## src/rtl/pipe_ctrl.sv

```systemverilog
// Hazard and sequencing controller for the 5-stage integer pipeline.
// Tracks EX/MEM/WB destinations and drives forwarding, load-use stall, redirect flush and freeze.
module pipe_ctrl #(
    parameter int CNT_W = 32
) (
    input  logic             clk,
    input  logic             rstd,
    input  logic             id_valid,
    input  logic [5:0]       id_op,
    input  logic [4:0]       id_rs,
    input  logic [4:0]       id_rt,
    input  logic [4:0]       id_rd,
    input  logic             ex_redirect,
    input  logic             mem_ready,
    output logic             stall_if,
    output logic             stall_id,
    output logic             bubble_ex,
    output logic             flush_if,
    output logic             flush_id,
    output logic             freeze,
    output logic [1:0]       fwd_s,
    output logic [1:0]       fwd_t,
    output logic [CNT_W-1:0] stall_cnt,
    output logic [CNT_W-1:0] flush_cnt
);

    typedef struct packed {
        logic       valid;
        logic       wen;
        logic [4:0] wreg;
        logic       is_load;
    } shadow_t;

    localparam logic [CNT_W-1:0] CNT_ONE = {{(CNT_W-1){1'b0}}, 1'b1};

    shadow_t ex_q, mem_q, wb_q;

    logic       dec_def;
    logic [4:0] dec_wreg;
    logic       dec_wen;
    logic       dec_load;
    logic       uses_rs;
    logic       uses_rt;
    logic       load_use;
    logic       redirect;
    logic       active;

    always_comb begin
        dec_def  = 1'b0;
        dec_wreg = 5'd0;
        dec_load = 1'b0;
        uses_rs  = 1'b0;
        uses_rt  = 1'b0;
        if (id_valid) begin
            case (id_op)
                6'd0: begin
                    dec_def  = 1'b1;
                    dec_wreg = id_rd;
                    uses_rs  = 1'b1;
                    uses_rt  = 1'b1;
                end
                6'd1, 6'd4, 6'd5, 6'd6: begin
                    dec_def  = 1'b1;
                    dec_wreg = id_rt;
                    uses_rs  = 1'b1;
                end
                6'd3: begin
                    dec_def  = 1'b1;
                    dec_wreg = id_rt;
                end
                6'd16, 6'd18, 6'd20: begin
                    dec_def  = 1'b1;
                    dec_wreg = id_rt;
                    dec_load = 1'b1;
                    uses_rs  = 1'b1;
                end
                6'd24, 6'd26, 6'd28, 6'd32, 6'd33, 6'd34, 6'd35: begin
                    uses_rs = 1'b1;
                    uses_rt = 1'b1;
                end
                6'd41: begin
                    dec_def  = 1'b1;
                    dec_wreg = 5'd31;
                end
                6'd42: uses_rs = 1'b1;
                default: ;
            endcase
        end
    end

    assign dec_wen = dec_def & (dec_wreg != 5'd0);

    // Register 0 is hardwired, so it never matches a producer.
    function automatic logic hit(input shadow_t e, input logic [4:0] r);
        return e.valid & e.wen & (e.wreg == r) & (r != 5'd0);
    endfunction

    function automatic logic [1:0] fwd_sel(input logic used, input logic [4:0] r,
                                           input shadow_t ex, input shadow_t mem,
                                           input shadow_t wb);
        if (!used)         return 2'd0;
        else if (hit(ex, r))  return 2'd1;
        else if (hit(mem, r)) return 2'd2;
        else if (hit(wb, r))  return 2'd3;
        else                  return 2'd0;
    endfunction

    assign fwd_s = fwd_sel(uses_rs, id_rs, ex_q, mem_q, wb_q);
    assign fwd_t = fwd_sel(uses_rt, id_rt, ex_q, mem_q, wb_q);

    assign load_use = ex_q.is_load &
                      ((uses_rs & hit(ex_q, id_rs)) | (uses_rt & hit(ex_q, id_rt)));
    assign redirect = ex_redirect & ex_q.valid;
    assign active   = mem_ready;

    // Redirect wins over load-use; a frozen pipeline suppresses both.
    assign freeze    = ~mem_ready;
    assign flush_if  = active & redirect;
    assign flush_id  = active & redirect;
    assign stall_if  = active & load_use & ~redirect;
    assign stall_id  = active & load_use & ~redirect;
    assign bubble_ex = active & (redirect | load_use);

    always_ff @(posedge clk) begin
        if (!rstd) begin
            ex_q      <= '0;
            mem_q     <= '0;
            wb_q      <= '0;
            stall_cnt <= '0;
            flush_cnt <= '0;
        end else if (mem_ready) begin
            wb_q          <= mem_q;
            mem_q         <= ex_q;
            ex_q.valid    <= id_valid & ~bubble_ex;
            ex_q.wen      <= dec_wen;
            ex_q.wreg     <= dec_wreg;
            ex_q.is_load  <= dec_load;
            if (load_use && !redirect && stall_cnt != '1)
                stall_cnt <= stall_cnt + CNT_ONE;
            if (redirect && flush_cnt != '1)
                flush_cnt <= flush_cnt + CNT_ONE;
        end
    end

endmodule

```

## config.mk

```make
export PLATFORM = sky130hd
export DESIGN_NAME = pipe_ctrl
export DESIGN_NICKNAME = d
export VERILOG_FILES = /design/src/rtl/pipe_ctrl.sv
export SDC_FILE = /design/constraint.sdc
export NUM_CORES = 1
export LEC_CHECK = 0
export CAP_MARGIN = 20
export CORE_MARGIN = 3
export CORE_UTILIZATION = 45
export DETAILED_ROUTE_END_ITERATION = 7
export PLACE_DENSITY_LB_ADDON = 0.3
export SLEW_MARGIN = 20
export SYNTH_ARGS = -nofsm -noshare
export SYNTH_HDL_FRONTEND = slang
export SYNTH_SLANG_ARGS = --single-unit
export TNS_END_PERCENT = 10
```

## constraint.sdc

```tcl
create_clock -name clk -period 6.96 [get_ports clk]
set_clock_uncertainty 0.1 [all_clocks]
set_input_delay 1.392 -clock clk [delete_from_list [all_inputs] [get_ports clk]]
set_output_delay 1.392 -clock clk [all_outputs]
set_load 0.02 [all_outputs]
```

==> impl_metrics.toml, run 1 <==
[clocking]
clock_path_buffers = 2
cts_tree = "done"
clk_latency_ns = 0.35
cts_hold_buf = 0
clockRootBuffer = "clkbuf_8"
clock-sinks = 86
h-tree-depth = 3
ctsResizeCount = 0
cts_buffers = 9
cts_setup_buffers = 0
cts.clk_slew.worst_paths_ns = 0.09

[yosys]
ys_async_sr_fraction = 0
yosys_most_used_dff = "dfxtp_1"
syn_area_um2 = 4636
synth_cells = 567
synth_edf_count = 0
ys_seq_elements = 86
synth_fp_nets = 595
yosysSeqAreaShare = 0.3714
ys_warn_count = 0
avgSynthCellArea_um2 = 8.176
ys_types = 54

[cells_and_area]
final_util = 0.5934
final_cells = 791
fin_area_um2 = 5881
syn_to_final_growth_pct = 26.86
multi_input_area_um2 = 2740
diodes = 0
drive_gt1_frac = 0.04863
seq_area_um2 = 1722
nets = 681
n_fill_cell = 898

[critical_path]
cpMostUsedCell = "clkdlybuf4s50_1"
start_kind = "input pin"
critPathMaxStageDelay_ns = 0.64
reg2reg_setup_slack_ns = 4.07
critPathCaptureType = "output port"
ff2ff_path_depth = 7
worstSetupPathType = "in2out"
worstPathRequired_ns = 5.47
crit_arrival_ns = 4.38
worstReg2RegStart = "ex_q[7]"
timing.rr.end = "stall_cnt[21]"
path_max_fanout = 7
cp_cell_sequence = "clkdlybuf4s50_1, xor2_1, or4_1, or4_4, a21boi_4, or2_2, a21oi_1, clkdlybuf4s50_1"
worst_path_max_delay_cell = "clkdlybuf4s50_1"

[route]
drc = 0
drtIter0Drc = 178
firstDrtPassIters = 5
routed_wl_um = 12310
dr_total_vias = 4477
wl_per_cell_um = 15.57
drtAntennaViolNets = 0
vias_per_cell = 5.660

[placement]
gp_congestion = 0.8371
place_area_um2 = 5683
dp.cells = 775
numPortBuffers = 99
dpl_worst_slack_ns = 1.061
hpwl_um = 9141

[sta]
tns_ns = 0
period_share = 0.8435
rsz0062_at_grt = "false"
timing.final.hold_violations = 0
worst_pin_slew_ns = 0.9997
setup_viol = 0
timing.final.ws_setup_ns = 1.089
maxSlewHeadroom = 0.3274
max_clock_freq_mhz = 170.3
drv_slew = 0
min_period_ns = 5.871
holdWs_ns = 0.4117

[global_routing]
gr-total-overflow = 0
grt_pass1_wl_um = 20380
grt_max_degree = 42
antenna_found_initial = 0
grt.total_usage = 0.2153
first_global_vias = 4252

[power]
p_int_mw = 0.6898
power.density_nw_per_um2 = 155.4
power_switching_mw = 0.2242
p_clk_frac = 0.387
p_total_mw = 0.9140
combPwrFrac = 0.072
p_leak_nw = 1.869
p_seq_frac = 0.541
vdd_drop_max_v = 0.0001207
switching_share = 0.2453

[floorplan]
ios = 100
rows = 36
die-width_um = 107.5
die_h_um = 107.5
die_area_um2 = 11560
start_util = 0.4678
placeableCoreArea_um2 = 9910

[min_path]
hold_depth = 2
holdPathEnd = "stall_cnt[14]"
hold_path.class = "reg2reg"
hp-start = "stall_cnt[14]"

[status]
status = "finished, final reports clean"

[run]
cap_viol_max_count = 0
==> Yosys cell counts (16+ instances only) <==
library cell	instances	area [um2]
dfxtp_1	86	1722
nor2_1	77	289.0
xnor2_1	46	402.9
nand2_1	38	142.6
a21oi_1	34	170.2
nand3_1	32	160.2
nand4_1	29	181.4
mux2i_1	21	210.2
nor3_1	21	105.1
o21ai_0	18	90.09
xor2_1	16	140.1
==> worst max path at each step <==
stage	startpoint	depth (start not counted)	endpoint
floorplan	id_rs[1]	7	stall_if
global placement	id_rs[1]	8	stall_if
detailed placement	id_rs[1]	8	stall_id
CTS	id_rs[1]	8	stall_id
global route	id_rs[1]	8	stall_id
finish	id_rs[1]	8	stall_id
==> power by group through the flow <==
| stage | Combinational [mW] | Clock (mW) | Sequential, mW |
|---|---|---|---|
| after floorplan | 0.0380 | 0 | 0.506 |
| after global placement | 0.0628 | 0 | 0.506 |
| after detailed placement | 0.0649 | 0 | 0.506 |
| after CTS | 0.0652 | 0.364 | 0.495 |
| after global routing | 0.0712 | 0.383 | 0.495 |
| final | 0.0654 | 0.354 | 0.495 |
==> flip-flops by register name, summed over array words and instances, names as in the netlist <==
signal / count
flush_cnt: 32
stall_cnt: 32
ex_q: 8
mem_q: 7
wb_q: 7
==> worst max-delay path: cells and delay by family <==
| family | cells | cell delay (ns) |
|---|---|---|
| AOI/OAI and AO/OA | 2 | 0.36 |
| and+or+nand+nor | 3 | 1.29 |
| buffers and inverters | 2 | 1.14 |
| xor gates and xnor gates | 1 | 0.19 |
==> placed cells by master, fill, tap and decap left out, types with 2 or more instances in the layout <==
| cell | Yosys | routed |
|---|---|---|
| o31ai_1 | 7 | 7 |
| nand4_1 | 29 | 29 |
| or3_1 | 13 | 13 |
| nor4_1 | 12 | 12 |
| or4_1 | 9 | 9 |
| xnor2_1 | 46 | 46 |
| clkinvlp_4 | 0 | 3 |
| nor3_1 | 21 | 21 |
| o211ai_1 | 2 | 2 |
| clkbuf_8 | 1 | 9 |
| xor2_1 | 16 | 16 |
| or3_2 | 4 | 4 |
| a221o_1 | 3 | 3 |
| nand2_1 | 38 | 38 |
| nor2b_1 | 2 | 2 |
| nand2b_1 | 11 | 11 |
| dfxtp_1 | 86 | 86 |
| and2_1 | 5 | 5 |
| buf_4 | 2 | 2 |
| clkdlybuf4s50_1 | 0 | 99 |
| o21ai_0 | 18 | 18 |
| nor2_1 | 77 | 77 |
| o41ai_1 | 2 | 2 |
| nand3_1 | 32 | 32 |
| and4_1 | 3 | 3 |
| inv_1 | 11 | 11 |
| and3_1 | 7 | 7 |
| ha_1 | 2 | 2 |
| a21oi_1 | 34 | 34 |
| mux2i_1 | 21 | 21 |
| nor4bb_1 | 2 | 2 |
| or2_2 | 2 | 2 |
| a22oi_1 | 4 | 4 |
| a2111oi_0 | 2 | 2 |
==> cell type report <==
cell class | instances | share of cell area
multi-input combinational | 442 | 0.4660
tap | 133 | 0.02830
clock buffer | 10 | 0.02170
sequential | 86 | 0.2928
inverter | 13 | 0.008298
timing repair buffer | 101 | 0.1711
clock inverter | 6 | 0.01191
==> cells by family after synthesis <==
kind of cell / after synthesis / synth area share
simple gates: 276 / 0.3126
flops: 86 / 0.3714
compound gates: 81 / 0.1107
xor+xnor: 62 / 0.1171
buf+inv: 39 / 0.03752
mux: 21 / 0.04534
fa+ha+maj: 2 / 0.005397
==> metal layers <==
layer | vias up | routed length, um | track usage
met2 | 154 | 5898 | 0.3512
met4 | 0 | 280 | 0.08566
met1 | 2098 | 5416 | 0.2821
met5 | - | 0 | 0
met3 | 24 | 718 | 0.03779
li1 | 2201 | - | -
No activity file was read; power rests on OpenSTA's default activity.
==> run 2: changes to the inputs <==
clock period = 5.4 ns   (was 6.96 ns; I/O delays follow)
==> run 2 against run 1 <==
Against the previous run:
- sequential power increased by 29%
- power up 32%
- combinational power increased by 29%
- cell count up 0.13%
- critical endpoint unchanged
==> impl_metrics.toml, run 2 (synthesized netlist as in run 1, its figures left out) <==
[floorplan]
start_util = 0.4678
ios = 100
die-width_um = 107.5
die_h_um = 107.5
rows = 36
placeableCoreArea_um2 = 9910
die_area_um2 = 11560

[clocking]
clockRootBuffer = "clkbuf_8"
cts_buffers = 9
cts_setup_buffers = 0
clock-sinks = 86
cts.clk_slew.worst_paths_ns = 0.09
ctsResizeCount = 0
h-tree-depth = 3
clock_path_buffers = 2
cts_tree = "done"
clk_latency_ns = 0.34
cts_hold_buf = 0

[critical_path]
cpMostUsedCell = "clkdlybuf4s50_1"
worstPathRequired_ns = 4.22
start_kind = "input pin"
worst_path_max_delay_cell = "clkdlybuf4s50_1"
timing.rr.end = "stall_cnt[30]"
crit_path_end = "stall_id"
cp_cell_sequence = "clkdlybuf4s50_1, xor2_1, or4_1, or4_4, a21boi_4, or2_2, a21oi_1, clkdlybuf4s50_1"
worstSetupStartpoint = "id_rs[4]"
critPathMaxStageDelay_ns = 0.63
critPathCaptureType = "output port"
reg2reg_setup_slack_ns = 2.51
crit_buf_inv = 2
worstSetupPathType = "in2out"
worstReg2RegStart = "ex_q[3]"
cp.depth = 8
ff2ff_path_depth = 7
path_max_fanout = 7
crit_arrival_ns = 4.03
cp_top_family = "simple AND/OR/NAND/NOR gates"

[sta]
timing.final.ws_setup_ns = 0.1881
period_share = 0.9652
drv_slew = 0
timing.final.hold_violations = 0
min_period_ns = 5.212
max_clock_freq_mhz = 191.9
maxSlewHeadroom = 0.3547
worst_pin_slew_ns = 0.9591
setup_viol = 0
tns_ns = 0
rsz0062_at_grt = "false"

[global_routing]
antenna_found_initial = 0
first_global_vias = 4178
grt_max_degree = 57
grt.total_usage = 0.2106
gr-total-overflow = 0
grt_pass1_wl_um = 19930

[cells_and_area]
multi_input_area_um2 = 2740
diodes = 0
n_fill_cell = 913
seq_area_um2 = 1722
mostFrequentLayoutCells = "99 x clkdlybuf4s50_1, 86 x dfxtp_1, 77 x nor2_1"
syn_to_final_growth_pct = 27.37
final_common_cell = "clkdlybuf4s50_1"
final_util = 0.5958
nets = 682
drive_gt1_frac = 0.05008
final_cells = 792
top_regs = "flush_cnt x32, stall_cnt x32, ex_q x8"

[min_path]
hold_path.class = "reg2reg"

[power]
power.density_nw_per_um2 = 204.3
vdd_drop_max_v = 0.0001435
p_leak_nw = 1.891

[route]
routed_wl_um = 11970
vias_per_cell = 5.612
drtIter0Drc = 252
met2_length_um = 5614
wl_per_cell_um = 15.11
routed-wl-met3_um = 693
firstDrtPassIters = 5
drtAntennaViolNets = 0
maxUsedRoutingLayer = "met4"
wl_met1_um = 5415
dr_total_vias = 4445
drc = 0

[run]
cap_viol_max_count = 0

[placement]
dpl_worst_slack_ns = 0.1901
hpwl_um = 8866
dp.cells = 776
numPortBuffers = 99
gp_congestion = 0.8495

[status]
status = "finished, final reports clean"
[run 2: changes by cell type in the layout (fill, tap and decap cells not counted), sizes merged]
cell	previous run	this run
inv	13	12
clkinvlp	3	1
clkinv	2	4
buf	2	3
bufinv	1	2
[run 2: worst reg2reg max path, delay by kind of cell, from the launching register on]
kind	cells	cell delay, ns
AND/OR/NAND/NOR	4	1.66
flip-flops	1	0.46
AO/OA/AOI/OAI	2	0.43
XOR/XNOR	1	0.15
[run 2: layout make-up]
cell class,count,share of cell area
Inverter,13,0.008264
Timing Repair Buffer,102,0.1716
Multi-Input combinational cell,442,0.4641
Tap cell,133,0.02818
Sequential cell,86,0.2916
Clock buffer,10,0.02161
Clock inverter,6,0.01462
[run 2: how the worst min path moves through the flow]
stage,from,end,slack [ns],cells past startpoint
2_1_floorplan,wb_q[6],wb_q[6],0.38,2
3_3_place_gp,stall_cnt[14],stall_cnt[14],0.38,2
3_5_place_dp,stall_cnt[14],stall_cnt[14],0.39,2
4_1_cts,stall_cnt[14],stall_cnt[14],0.40,2
5_1_grt,stall_cnt[14],stall_cnt[14],0.42,2
6_report,stall_cnt[14],stall_cnt[14],0.40,2
[run 2: per-stage QoR]
| step | power, mW | hold WS [ns] | cell area (um2) |
|---|---|---|---|
| after floorplan | 0.7008 | 0.3826 | 4636 |
| after global routing | 1.255 | 0.4217 | 5904 |
| after detailed placement | 0.7358 | 0.3853 | 5690 |
| after global placement | 0.7340 | 0.3755 | 5690 |
| after CTS | 1.220 | 0.3959 | 5904 |
| final | 1.207 | 0.4048 | 5904 |
[run 2: report_power, final]
group	internal (mW)	switching [mW]	total, mW
clock network	0.260	0.225	0.485
logic	0.0379	0.0462	0.0841
registers	0.635	0.00223	0.637
[run 2: metal layers]
layer / vias up / track usage
li1: 2209 / -
met1: 2087 / 0.2762
met2: 130 / 0.3459
met3: 19 / 0.03899
met4: 0 / 0.07574
met5: - / 0
